### config.mk
export PLATFORM = sky130hd
export DESIGN_NAME = bus_sync_sender
export DESIGN_NICKNAME = d
export VERILOG_FILES = /design/src/rtl/bus_sync_sender_pkg.sv /design/src/rtl/bit_sync.sv /design/src/rtl/bus_sync_sender.sv
export SDC_FILE = /design/constraint.sdc
export NUM_CORES = 1
export LEC_CHECK = 0
export ABC_AREA = 1
export BUFFER_PORTS_ARGS = -buffer_cell sky130_fd_sc_hd__buf_2
export CORE_ASPECT_RATIO = 0.8
export CORE_MARGIN = 2
export CORE_UTILIZATION = 57
export DETAILED_ROUTE_END_ITERATION = 7
export PLACE_DENSITY = 0.83
export SLEW_MARGIN = 0
export SYNTH_ARGS = -nofsm -noshare
export SYNTH_HDL_FRONTEND = slang
export SYNTH_SLANG_ARGS = --single-unit
### constraint.sdc
create_clock -name CLK -period 2.7 [get_ports CLK]
set_input_delay 0.135 -clock CLK [delete_from_list [all_inputs] [get_ports CLK]]
set_output_delay 0.135 -clock CLK [all_outputs]
set_load 0.01 [all_outputs]
### src/rtl/bus_sync_sender_pkg.sv
// Shared definitions for the bus synchronizer sender: FSM encoding and
// default sizing constants used by the sender and its testbench.
package bus_sync_sender_pkg;

  typedef enum logic [1:0] {
    IDLE     = 2'b00,
    REQ      = 2'b01,
    WAIT_LOW = 2'b10
  } state_t;

  localparam int DEF_WIDTH      = 8;
  localparam int DEF_ACK_STAGES = 2;
  localparam int DEF_TIMEOUT    = 255;

endpackage

### src/rtl/bit_sync.sv
// Multi-flop level synchronizer for a single asynchronous bit. Kept generic
// so the destination side can reuse it for the request level.
module bit_sync #(
  parameter int STAGES = 2
) (
  input  logic CLK,
  input  logic RST,
  input  logic async_in,
  output logic sync_out
);

  logic [STAGES-1:0] sync_q;

  // Shift the async level through STAGES flops; the last flop is the clean copy.
  always_ff @(posedge CLK or negedge RST) begin
    if (!RST) begin
      sync_q <= '0;
    end else begin
      sync_q <= {sync_q[STAGES-2:0], async_in};
    end
  end

  assign sync_out = sync_q[STAGES-1];

endmodule

### src/rtl/bus_sync_sender.sv
// Source side of a 4-phase bus synchronizer. A word is held stable on
// unsync_bus while bus_enable is raised; the destination samples it after
// synchronizing bus_enable and answers with ack_async. A request that gets no
// acknowledge within TIMEOUT cycles is abandoned and flagged in timeout_err.
module bus_sync_sender
  import bus_sync_sender_pkg::*;
#(
  parameter int WIDTH      = DEF_WIDTH,
  parameter int ACK_STAGES = DEF_ACK_STAGES,
  parameter int TIMEOUT    = DEF_TIMEOUT
) (
  input  logic             CLK,
  input  logic             RST,
  input  logic [WIDTH-1:0] in_data,
  input  logic             in_valid,
  output logic             in_ready,
  input  logic             ack_async,
  input  logic             err_clr,
  output logic [WIDTH-1:0] unsync_bus,
  output logic             bus_enable,
  output logic             done,
  output logic             timeout_err
);

  localparam int CW = $clog2(TIMEOUT + 1);
  localparam logic [CW-1:0] CNT_LAST = CW'(TIMEOUT - 1);
  localparam logic [CW-1:0] CNT_MAX  = '1;

  state_t          state;
  logic            ack_sync;
  logic [CW-1:0]   req_cnt;
  logic            timed_out;

  bit_sync #(
    .STAGES(ACK_STAGES)
  ) u_ack_sync (
    .CLK     (CLK),
    .RST     (RST),
    .async_in(ack_async),
    .sync_out(ack_sync)
  );

  // A stale acknowledge from the previous transfer must drain before a new word is taken.
  assign in_ready = (state == IDLE) && !ack_sync;

  // Handshake FSM with registered data, request level, done pulse and sticky error.
  always_ff @(posedge CLK or negedge RST) begin
    if (!RST) begin
      state       <= IDLE;
      unsync_bus  <= '0;
      bus_enable  <= 1'b0;
      done        <= 1'b0;
      timeout_err <= 1'b0;
      req_cnt     <= '0;
      timed_out   <= 1'b0;
    end else begin
      done <= 1'b0;
      if (err_clr) begin
        timeout_err <= 1'b0;
      end
      case (state)
        IDLE: begin
          if (in_valid && !ack_sync) begin
            unsync_bus <= in_data;
            bus_enable <= 1'b1;
            req_cnt    <= '0;
            timed_out  <= 1'b0;
            state      <= REQ;
          end
        end
        REQ: begin
          if (ack_sync) begin
            bus_enable <= 1'b0;
            state      <= WAIT_LOW;
          end else if (req_cnt == CNT_LAST) begin
            bus_enable  <= 1'b0;
            timeout_err <= 1'b1;
            timed_out   <= 1'b1;
            state       <= WAIT_LOW;
          end else if (req_cnt != CNT_MAX) begin
            req_cnt <= req_cnt + 1'b1;
          end
        end
        WAIT_LOW: begin
          if (!ack_sync) begin
            done  <= !timed_out;
            state <= IDLE;
          end
        end
        default: begin
          bus_enable <= 1'b0;
          state      <= IDLE;
        end
      endcase
    end
  end

endmodule

Word level (Yosys, flattened, before mapping):

Index checks and enable logic that the tools add are counted.
Widths: inputs -> output; s select.

* output and inout port bits: 12
* input bits: 13
* logic and storage cells: 56
* register bits: 24

* bitwise gates (word level): 1
* mux-type cells: 24
* reductions and logical operators: 11
* $add $sub $neg: 1
* equality and inequality tests: 11

Operators with widths (number)
* $mux 8: 4
* $pmux 8 s2: 1
* $mux 1: 12
* $ne 2x2->1 const B: 5
* $add 8x1->8 const B: 1
* $eq 8x8->1 const B: 1
* $mux 2: 4
* $ne 8x8->1 const B: 1
* $pmux 2 s3: 1
* $reduce_and 3->1: 2
* $reduce_and 5->1: 1
* $reduce_and 4->1: 1
* $ne 3x2->1 const B: 1
* $pmux 1 s3: 1
* $eq 2x1->1 const B: 1
* $eq 2x2->1 const B: 1
* $logic_and 1x1->1: 2
* $logic_not 1->1: 2
* $logic_not 2->1: 1
* $ne 2x1->1 const B: 1
* $pmux 1 s2: 1
* $reduce_and 2->1: 1
* $reduce_bool 2->1: 1
* $not 1->1: 1

Depth between registers and ports, before layout:

* depth after elaboration: 5
* depth in mapped cells: 11
* mapped depth without buffers: 10

Hierarchy:

A second synthesis with hierarchy kept.

* cell total of the unflattened synthesis: 128
* area, all modules: 1217.4 um^2

Modules (own cells, without submodules)
* bus_sync_sender: times used 1, seq. area each 550.5 um^2, area each 1167.4 um^2, cells each 126
* bit_sync: times used 1, seq. area each 50.0 um^2, area each 50.0 um^2, cells each 2

Least setup slack after synthesis:

OpenSTA, ideal clock, no wires.

* path type: register to register
* from: reg state[1]
* to: reg req_cnt[5]
* stages on the path, launching flop included: 8
* library setup time: 118 ps
* path slack: 1334 ps
* data required time: 2582 ps
* arrival: 1248 ps
* path buffers: 1
* clock period less this slack: 1366 ps
* path through: dfrtp_1 -> nor3_2 -> nand2_2 -> nand2_2 -> nand2_4 -> buf_12 -> nand2_1 -> o21ai_2

* word-level cells in the longest chain between the ends: 3
* elaborated cells on any way between the ends: 9
* those cells by class: 5 x eq/ne; 1 x mux; 3 x reduce/logical

RTL lines
* start: declaration: line bus_sync_sender.sv:29 `state_t state;`
* start signal: assignment: line bus_sync_sender.sv:49 `state <= IDLE;`
* start signal: assignment: line bus_sync_sender.sv:68 `state <= REQ;`
* start signal: assignment: line bus_sync_sender.sv:74 `state <= WAIT_LOW;`
* $eq 2x1->1 / $logic_not 2->1 (equally long branches): line bus_sync_sender.sv:61 `case (state)`
* $ne 2x2->1 (no line) (tied with other cells)
* $reduce_and 5->1 (no line)
* end signal: assignment: line bus_sync_sender.sv:81 `req_cnt <= req_cnt + 1'b1;`
* end: declaration: line bus_sync_sender.sv:31 `logic [CW-1:0] req_cnt;`

Several ways; a longest one is shown, not always the timed one.
A chain may end at the register's enable or synchronous reset.

Worst setup path in the final report:

* from: reg req_cnt[0]
* to: reg req_cnt[7]

* word-level cells in the longest chain between the ends: 5
* elaborated cells on any way between the ends: 10
* those cells by class: 1 x add/sub; 4 x eq/ne; 4 x mux; 1 x reduce/logical

RTL lines
* $add 8x1->8: line bus_sync_sender.sv:81
* $mux 8: line bus_sync_sender.sv:80 `end else if (req_cnt != CNT_MAX) begin`
* $mux 8: line bus_sync_sender.sv:75 `end else if (req_cnt == CNT_LAST) begin`
* $mux 8: line bus_sync_sender.sv:72 `if (ack_sync) begin`
* $pmux 8 s2: line bus_sync_sender.sv:61

Several ways; a longest one is shown, not always the timed one. The select of a mux whose other input is x is not followed.

==> qor.yml <==
yosys:
  yosys_warnings: 0
  synthTopCellsByArea: "dfrtp_1 50%, nand2_1 18%, o21ai_2 5.9%, nand3_1 3.8%, inv_1 3.5%"
  ys_seq_area_frac: 0.502
  syn_area_um2: 1200
  synth_cell_type_count: 23
  syn-num-nets: 157
  synth_top_cell_area_share: 0.502
  synth_seq_cells: 24
  synthCells: 142
  syn_area_per_cell_um2: 8.42
  yosys.area.top_type: "dfrtp_1"
worst_setup_path:
  crit_family: "simple AND/OR/NAND/NOR gates"
  critPathCaptureType: "flip-flop"
  worst_path_max_delay_cell: "dfrtp_1"
  crit_arrival_ns: 1.76
  cpMostUsedCell: "nand2_1"
  crit_path_start_kind: "flip-flop"
  required_ns: 2.94
  cp_max_fo: 16
  worstSetupPathType: "flip-flop to flip-flop"
  crit_path_cell_trace: "ha_1 > inv_1 > nor2_1 > nand2_1 > nand2_1 > nand2_2 > nand2_4 > nand2_1 > o21ai_2"
  critical-path-max-stage-delay_ns: 0.42
  worst-path-buf-inv: 1
global_routing:
  grt_first_pass_wirelength_um: 3820
  overflow: 0
  antenna_found_initial: 0
  grt_max_degree: 25
  track_usage: 0.199
  grt_pass1_vias: 835
routing:
  ant_nets: 0
  dr.pass1.iters: 4
  wl_met3_um: 104
  via_count: 946
  highest_layer: "met3"
  wl_met2_um: 1080
  wl_met1_um: 1030
  drt_wl_total_um: 2220
  drcViolationCount: 0
  drtIter0Drc: 21
  vias_per_cell: 4.93
  wire_per_inst_um: 11.5
pwr:
  combPwrFrac: 0.354
  power_density_nw_per_um2: 736
  p_switching_mw: 0.379
  ir_drop_mv: 0.520
  switching_share: 0.377
  p_leak_nw: 0.689
  p_int_mw: 0.626
  power_mw: 1.00
  p_clk_frac: 0.147
  seqPwrFrac: 0.499
placed_design:
  dp_hpwl_um: 1680
  place_congestion: 0.879
  place_ws_ns: 1.21
  placed_cells: 186
  io_buffers: 24
die:
  dieHeight_um: 45.0
  ios: 25
  die_width_um: 55.2
  coreArea_um2: 1930
  die-area_um2: 2480
  start_util: 0.621
  rows: 14
flow_run:
  maxCapViolCount: 0
layout:
  drive_gt1_frac: 0.286
  instances_no_fill: 192
  n_fill_cell: 146
  multiInputGateArea_um2: 517
  layout.nets: 185
  register_area_um2: 601
  antenna-diode-count: 0
  area_growth_pct: 14.1
  finish.utilization: 0.708
sta:
  slew_headroom: 0.647
  finClkSkew_ns: 0.00294
  fin_crit_ns: 1.52
  hold_violations: 0
  finalSetupViolations: 0
  rsz0062_at_grt: "no"
  fin_crit_sh: 0.564
  max_freq_mhz: 656
  worst_slack_ns: 1.18
  tns_ns: 0
  final_max_slew_viol_count: 0
  tightest_slew_ns: 0.529
cts:
  cts_sinks: 24
  cts_tree: "yes"
  clock_latency_ns: 0.30
  cts_buffers: 3
  htree_levels: 1
  cts.clk_slew.worst_paths_ns: 0.12
  clockBufferDepth: 2
  clockRootBuffer: "clkbuf_4"
run_status:
  outcome: "completed"
hold_path:
  hold_class: "input port to flip-flop"
what timing repair did:
action,in CTS,in global routing
buffers inserted,0,0
hold endpoints to repair,26,0
setup endpoints to repair,0,0
gates resized for setup,0,0
hold buffers,3,0
cell usage in the layout (no fill, tap or decap), drive strengths merged:
cell	Yosys	routed
nand2	65	65
nor3	2	2
dfrtp	24	24
inv	12	12
nand4	1	1
nor2	8	8
dlygate4sd3	0	3
nand3	9	9
ha	2	2
clkbuf	1	3
nand3b	1	1
buf	3	24
o21ai	12	12
o21bai	1	1
or2	1	1
metal layers:
metal | GRT usage | up-vias
met5 | 0 | -
met4 | 0.0146 | 0
met3 | 0.0516 | 0
met2 | 0.352 | 23
met1 | 0.264 | 428
li1 | - | 495
metrics by stage:
stage / area [µm²] / hold slack, ns
2_1_floorplan: 1200 / -0.161
3_3_place_gp: 1310 / 0.138
3_5_place_dp: 1310 / 0.147
4_1_cts: 1370 / 0.00694
5_1_grt: 1370 / 0.0165
6_report: 1370 / 0.0169
cell families (layout without fill, tap and decap cells):
family,after synthesis,in the layout,share of synthesized area
AND/OR/NAND/NOR,87,87,0.330
flip-flops,24,24,0.502
buffers and inverters,16,42,0.0659
AO/OA/AOI/OAI,13,13,0.0816
adder cells (fa/ha/maj),2,2,0.0209
state kept, by name, summed over array words and instances, names as in the netlist:
signal	count
bus_enable	1
done	1
req_cnt	8
state	2
timed_out	1
timeout_err	1
u_ack_sync.sync_q	2
unsync_bus	8
tightest hold or removal path, stage by stage:
cell	delay, ns
buf_2	0.07
nand2_1	0.04
nand2_1	0.04
cells in the mapped netlist:
cell       n
nand3_1    9
nand2_1   58
o21ai_0    2
nand2_2    6
nor2_1     5
inv_1     11
nand3b_1   1
nor3_2     1
buf_2      2
inv_2      1
or2_2      1
o21bai_1   1
nor2_4     2
o21ai_1    2
ha_1       2
o21ai_2    8
nor3_1     1
buf_12     1
clkbuf_1   1
dfrtp_1   24
nand2_4    1
nand4_1    1
nor2_2     1
area by class of cell:
cell class              count  share of cell area
inverters                  12              0.0330
clock buffers               3              0.0165
repair buffers             27               0.110
multi-input cells         102               0.379
well taps                  24              0.0220
flip-flops and latches     24               0.440
power groups by stage:
stage	Combinational (mW)	Sequential [mW]	Clock [mW]
6_report	0.356	0.501	0.147
3_3_place_gp	0.343	0.503	0
2_1_floorplan	0.227	0.538	0
4_1_cts	0.361	0.502	0.156
3_5_place_dp	0.355	0.509	0
5_1_grt	0.399	0.513	0.169
worst paths after layout:
| path | slack, ns | from | endpoint | cells past startpoint |
|---|---|---|---|---|
| worst min-delay path | 0.02 | in_data[4] | unsync_bus[4] | 3 |
| worst max register to register | 1.18 | req_cnt[0] | req_cnt[7] | 9 |
| worst min register to register | 0.36 | u_ack_sync.sync_q[0] | u_ack_sync.sync_q[1] | 0 |
| worst max-delay path | 1.18 | req_cnt[0] | req_cnt[7] | 9 |
| max in group asynchronous | 2.02 | RST | unsync_bus[3] | 2 |
| min in group asynchronous | 0.33 | RST | req_cnt[7] | 2 |
Note: power is estimated with default switching activity, not from simulation.
